--- src/rtl/mem_access_ctrl.sv ---
// MEM-stage data-SRAM access sequencer: grant/rvalid handshake, pipeline stall request,
// store lane replication with byte enables, load extraction/extension, and timeout.
module mem_access_ctrl #(
  parameter int unsigned WAIT_LIMIT = 16
) (
  input  logic        clk,
  input  logic        rst,
  input  logic        req_valid,
  input  logic        req_we,
  input  logic [1:0]  req_size,
  input  logic        req_unsigned,
  input  logic [31:0] req_addr,
  input  logic [31:0] req_wdata,
  output logic        data_sram_en,
  output logic [3:0]  data_sram_wen,
  output logic [31:0] data_sram_addr,
  output logic [31:0] data_sram_wdata,
  input  logic        data_sram_gnt,
  input  logic        data_sram_rvalid,
  input  logic [31:0] data_sram_rdata,
  output logic        stallreq,
  output logic        resp_valid,
  output logic [31:0] resp_rdata,
  output logic        addr_err,
  output logic        bus_err
);

  localparam int unsigned CW = (WAIT_LIMIT > 2) ? $clog2(WAIT_LIMIT) : 1;

  typedef enum logic [1:0] {S_IDLE, S_REQ, S_WAIT, S_DONE} state_t;

  state_t        r_state;
  state_t        w_next;
  logic [CW-1:0] r_cnt;
  logic          r_we;
  logic [1:0]    r_size;
  logic          r_unsigned;
  logic [31:0]   r_addr;
  logic [31:0]   r_wdata;
  logic [31:0]   r_rdata;
  logic          r_aerr;
  logic          r_berr;

  logic          w_misalign;
  logic          w_busy;
  logic          w_complete;
  logic          w_load_done;
  logic          w_timeout;
  logic [7:0]    w_byte;
  logic [15:0]   w_half;
  logic [31:0]   w_ext;
  logic [3:0]    w_wen;
  logic [31:0]   w_wdata;

  always_comb begin
    w_misalign = 1'b0;
    case (req_size)
      2'b00:   w_misalign = 1'b0;
      2'b01:   w_misalign = req_addr[0];
      2'b10:   w_misalign = (req_addr[1:0] != 2'b00);
      default: w_misalign = 1'b1;
    endcase
  end

  // A load finishes on rvalid either in the grant cycle or in WAIT; a store finishes on grant.
  assign w_busy      = (r_state == S_REQ) || (r_state == S_WAIT);
  assign w_load_done = ((r_state == S_REQ) && data_sram_gnt && !r_we && data_sram_rvalid) ||
                       ((r_state == S_WAIT) && data_sram_rvalid);
  assign w_complete  = w_load_done || ((r_state == S_REQ) && data_sram_gnt && r_we);
  assign w_timeout   = w_busy && (r_cnt == CW'(WAIT_LIMIT - 1));

  assign w_byte = data_sram_rdata[{r_addr[1:0], 3'b000} +: 8];
  assign w_half = r_addr[1] ? data_sram_rdata[31:16] : data_sram_rdata[15:0];

  always_comb begin
    w_ext = data_sram_rdata;
    case (r_size)
      2'b00:   w_ext = r_unsigned ? {24'd0, w_byte} : {{24{w_byte[7]}}, w_byte};
      2'b01:   w_ext = r_unsigned ? {16'd0, w_half} : {{16{w_half[15]}}, w_half};
      default: w_ext = data_sram_rdata;
    endcase
  end

  always_comb begin
    w_wen   = 4'b0000;
    w_wdata = r_wdata;
    case (r_size)
      2'b00: begin
        w_wen   = 4'b0001 << r_addr[1:0];
        w_wdata = {4{r_wdata[7:0]}};
      end
      2'b01: begin
        w_wen   = 4'b0011 << r_addr[1:0];
        w_wdata = {2{r_wdata[15:0]}};
      end
      2'b10:   w_wen = 4'b1111;
      default: w_wen = 4'b0000;
    endcase
    if (!r_we) w_wen = 4'b0000;
  end

  always_ff @(posedge clk or negedge rst) begin
    if (!rst) r_state <= S_IDLE;
    else      r_state <= w_next;
  end

  always_comb begin
    w_next = r_state;
    case (r_state)
      S_IDLE: if (req_valid) w_next = w_misalign ? S_DONE : S_REQ;
      S_REQ: begin
        if (w_complete || w_timeout) w_next = S_DONE;
        else if (data_sram_gnt)      w_next = S_WAIT;
      end
      S_WAIT: if (w_complete || w_timeout) w_next = S_DONE;
      S_DONE: w_next = S_IDLE;
      default: w_next = S_IDLE;
    endcase
  end

  // Request capture, timeout counter and response registers.
  always_ff @(posedge clk or negedge rst) begin
    if (!rst) begin
      r_cnt      <= '0;
      r_we       <= 1'b0;
      r_size     <= 2'b00;
      r_unsigned <= 1'b0;
      r_addr     <= '0;
      r_wdata    <= '0;
      r_rdata    <= '0;
      r_aerr     <= 1'b0;
      r_berr     <= 1'b0;
    end else if ((r_state == S_IDLE) && req_valid) begin
      r_cnt      <= '0;
      r_we       <= req_we;
      r_size     <= req_size;
      r_unsigned <= req_unsigned;
      r_addr     <= req_addr;
      r_wdata    <= req_wdata;
      r_rdata    <= '0;
      r_aerr     <= w_misalign;
      r_berr     <= 1'b0;
    end else if (w_busy) begin
      r_cnt <= r_cnt + CW'(1);
      if (w_load_done)    r_rdata <= w_ext;
      else if (w_timeout && !w_complete) r_berr <= 1'b1;
    end
  end

  always_comb begin
    data_sram_en    = 1'b0;
    data_sram_wen   = 4'b0000;
    data_sram_addr  = '0;
    data_sram_wdata = '0;
    stallreq        = 1'b0;
    resp_valid      = 1'b0;
    resp_rdata      = '0;
    addr_err        = 1'b0;
    bus_err         = 1'b0;
    case (r_state)
      S_IDLE: stallreq = req_valid && rst;
      S_REQ: begin
        data_sram_en    = 1'b1;
        data_sram_wen   = w_wen;
        data_sram_addr  = {r_addr[31:2], 2'b00};
        data_sram_wdata = w_wdata;
        stallreq        = 1'b1;
      end
      S_WAIT: stallreq = 1'b1;
      S_DONE: begin
        resp_valid = 1'b1;
        resp_rdata = r_rdata;
        addr_err   = r_aerr;
        bus_err    = r_berr;
      end
      default: stallreq = 1'b0;
    endcase
  end

endmodule

--- config.mk ---
export PLATFORM = sky130hd
export DESIGN_NAME = mem_access_ctrl
export DESIGN_NICKNAME = d
export VERILOG_FILES = /design/src/rtl/mem_access_ctrl.sv
export SDC_FILE = /design/constraint.sdc
export NUM_CORES = 1
export LEC_CHECK = 0
export BUFFER_PORTS_ARGS = -buffer_cell sky130_fd_sc_hd__buf_2
export CAP_MARGIN = 20
export CORE_MARGIN = 2
export CORE_UTILIZATION = 46
export CTS_BUF_LIST = sky130_fd_sc_hd__clkbuf_16
export CTS_CLUSTER_SIZE = 40
export DETAILED_ROUTE_END_ITERATION = 8
export PLACE_DENSITY = 0.85
export REMOVE_ABC_BUFFERS = 1
export SYNTH_ARGS = -nofsm -noshare
export SYNTH_HDL_FRONTEND = slang
export SYNTH_SLANG_ARGS = --single-unit
export TNS_END_PERCENT = 5
--- constraint.sdc ---
create_clock -name clk -period 2.25 [get_ports clk]
set_input_delay 0.675 -clock clk [delete_from_list [all_inputs] [get_ports clk]]
set_output_delay 0.675 -clock clk [all_outputs]
set_load 0.01 [all_outputs]
==> qor.csv <==
stage;metric;value;unit
placed_design;port buffer count;207;
timing;worst setup margin;-0.0706;ns
clock_network;CTS tree;built;
synth;post-synthesis cell area;5990;um2
timing;worst slew pin tran;0.673;ns
global_routing;vias in the first global route;5646;
run_status;status;finished with violations;
die;Std-Cell Rows;41;
global_routing;GRT Overall Usage;25.7;%
synth;mux contribution to synthesized area;3.55;%
final_layout;final instance area;7910;um2
clock_network;clock tree sinks;108;
final_layout;diode count;0;
worst_setup_path;Critical Path End Type;output pin;
final_layout;Multi-input gate area;3140;um2
final_layout;FF/Latch Area;2710;um2
worst_setup_path;critical path type;reg2out;
clock_network;CTS clk-pin slew, worst paths;0.07;ns
route;drt total wl;18300;um
clock_network;Clock Latency Late Sink;0.35;ns
worst_setup_path;R2R Path Start;r_state[1];
die;die width;118;um
timing;Worst slew margin;55.1;%
clock_network;Root Buffer;clkbuf_16;
synth;number of flops mapped to enable cells by yosys;0;
synth;XOR/XNOR Fraction of Synth Area;0.439;%
placed_design;DP Wirelength;11800;um
timing;Final setup viols;42;
worst_setup_path;Worst Reg-to-Reg Cells;8;
die;die area;13900;um2
route;first-pass iteration count of the detailed router;5;
synth;Synth area leaders;dfrtp_1, nand2_1, and2_1;
power;leak pwr;4.19;nW
global_routing;first-pass GRT wire length;28700;um
synth;asr flop ratio synth;100;%
die;Die Ht;118;um
route;Vias;5969;
synth;simple-gate share of the synthesized area;30.5;%
clock_network;H-tree depth;3;
synth;post-synthesis instance total;734;
worst_setup_path;Worst setup startpoint;r_size[1];
synth;number of synthesized register bits;108;
worst_setup_path;Required @ worst endpoint;1.57;ns
worst_setup_path;worst-path maximum fanout;4;
timing;Max Freq;431;MHz
worst_setup_path;crit path buf inv count;2;
route;DRC Markers;0;
synth;post-synthesis sequential area ratio;45.1;%
final_layout;Layout area overhead;32.1;%
timing;Final Hold Violating Endpoints;0;
route;post-DR vias/cell;5.35;
job;max-cap viol count;0;
clock_network;Clock Path Buffers;2;
worst_setup_path;crit-path cells;buf_2 > or3_4 > a21oi_2 > buf_2;
worst_setup_path;worst endpoint data arrival time;1.65;ns
worst_setup_path;CP max stage cell;dfrtp_2;
synth;largest family of logic cells by synthesized area;simple AND/OR/NAND/NOR gates;
worst_setup_path;Worst path max stage delay;0.44;ns
run_status;failing checks;negative setup slack;
synth;top_reg_cell synth;dfrtp_1;
synth;Netlist cell types;46;
clock_network;Hold Buf Count CTS;0;
timing;hold_ws;0.393;ns
global_routing;total gr overflow;0;
timing;period utilization;103;%
global_routing;largest net degree at the start of global routing;109;
synth;Synth top area share;45.1;%
power;Peak supply drop;0.662;mV
worst_setup_path;CP top delay family;flip-flops;
synth;Compound-Gate Fraction of Synth Area;14.2;%
timing;RSZ-0062 raised after global routing;true;
final_layout;fillcell total;1071;
clock_network;total CTS buffers;9;
synth;Synth Area in Adders;1.25;%
die;Core Area;12700;um2
final_layout;share of cells above drive strength 1;32.0;%
placed_design;placer congestion estimate;0.871;
synth;Ys Warns;0;
hold_path;Hold WC Path Type;in2async;
placed_design;area post-placement;7230;um2
power;power density over the cells;1390;nW/um2
worst_setup_path;Most Frequent Cell on Critical Path;buf_2;
die;Ports;210;
route;antenna-violating nets left;0;
synth;largest area contributor in the netlist;dfrtp_1;
timing;Max Clock Skew;0.00845;ns
route;drt wl/cell;16.4;um
route;DR iter-0 viols;502;
timing;Pins Over Slew Limit;0;
worst_setup_path;Critical Path Stages;4;
timing;Final min period;2.32;ns
worst_setup_path;Worst setup SP type;flop;
synth;Mean Syn Cell Area;8.16;um2
global_routing;initial antenna violation count;0;
die;Starting Density;47.3;%
final_layout;final net count;1050;
## flip-flops by register name, indices dropped and copies added (netlist names)
name        flops
r_wdata        32
r_addr         32
r_state         2
r_aerr          1
r_unsigned      1
r_cnt           4
r_size          2
r_rdata        32
r_berr          1
r_we            1
## power breakdown
group	switching (W)	total [W]	internal, W
Combinational	0.00335	0.00601	0.00265
Clock	0.000701	0.00155	0.000849
Sequential	0.000626	0.00345	0.00283
## per-layer routing
metal / part of all wire, % / GRT usage [%]
met2: 48 / 41.8
met5: 0 / 0
met3: 7.9 / 5.52
met1: 42 / 33.2
met4: 2.3 / 10.6
## cells in the mapped netlist (all sizes together) (2+ instances only)
library cell / instances
nand2: 248
dfrtp: 108
and2: 81
clkbuf: 36
o21ai: 36
a21oi: 30
nor2: 20
mux2i: 19
buf: 18
a22o: 17
nand2b: 16
inv: 14
nor2b: 12
nor3: 11
a21boi: 8
a22oi: 7
ha: 6
nand3: 6
a2111oi: 5
o221ai: 4
a211oi: 3
o21a: 3
a221oi: 2
mux2: 2
nand4: 2
o2111ai: 2
o22a: 2
o22ai: 2
xor2: 2
## worst paths after layout
check | endpoint | slack [ns]
min | r_cnt[3] | 0.39
min in group clk | r_aerr | 0.47
max | data_sram_wen[0] | -0.07
max reg2reg | r_state[0] | 0.01
max in group asynchronous | r_rdata[26] | 1.36
min reg2reg | r_aerr | 0.47
## layout make-up
class	instances	share of cell area [%]
flip-flops and latches	108	34.2
repair buffers	246	19.0
well taps	172	2.72
clock buffers	9	2.85
clock inverters	7	0.744
inverters	14	0.696
multi-input cells	560	39.7
## repair_timing
| action | CTS | global route |
|---|---|---|
| setup endpoints to repair | 117 | 115 |
| gates resized for setup | 36 | 23 |
| pin swaps | 5 | 7 |
| gates cloned | 2 | 2 |
| setup buffers | 10 | 4 |
## layout by cell type, fill, tap and decap left out, types with 6 or more instances in the layout
| master | instances |
|---|---|
| mux2i_1 | 19 |
| buf_2 | 203 |
| buf_4 | 27 |
| and2_1 | 79 |
| nand3_1 | 6 |
| inv_1 | 12 |
| a22oi_1 | 7 |
| buf_12 | 6 |
| a21oi_1 | 27 |
| nand2b_1 | 16 |
| nand2_1 | 244 |
| nor2b_1 | 9 |
| dfrtp_1 | 105 |
| a22o_1 | 17 |
| nor2_1 | 17 |
| nor3_1 | 9 |
| o21ai_0 | 34 |
| a21boi_2 | 8 |
| clkbuf_16 | 10 |
## cell families after synthesis
logic type                 count (synthesis)
and+or+nand+nor                          399
muxes                                     21
AOI/OAI and AO/OA                        128
adders and majority gates                  6
xor gates and xnor gates                   3
other                                      1
DFF                                      108
buffers and inverters                     68
## through the flow
stage / cells / power, W / TNS, ns / setup slack, ns / util (%)
final: 1116 / 0.0110 / -1.32 / -0.0706 / 62.4
after detailed placement: 1082 / 0.00848 / -0.379 / -0.0352 / 57.0
after global placement: 1082 / 0.00830 / -0.0349 / -0.00385 / 57.0
after CTS: 1110 / 0.0107 / -1.11 / -0.0583 / 61.3
after global routing: 1116 / 0.0118 / -7.73 / -0.115 / 62.4
after floorplan: 681 / 0.00652 / -47.19 / -0.970 / -
## worst reg2reg max path, cell delays in order, from the launching register on
cell and delay [ns]:
dfrtp_1 0.42, inv_2 0.13, ha_4 0.19, buf_4 0.13, nand2_1 0.07, o21ai_0 0.36
o32ai_2 0.22, nor4b_1 0.45, a211oi_1 0.13
Power figures use the tool's default switching activity.
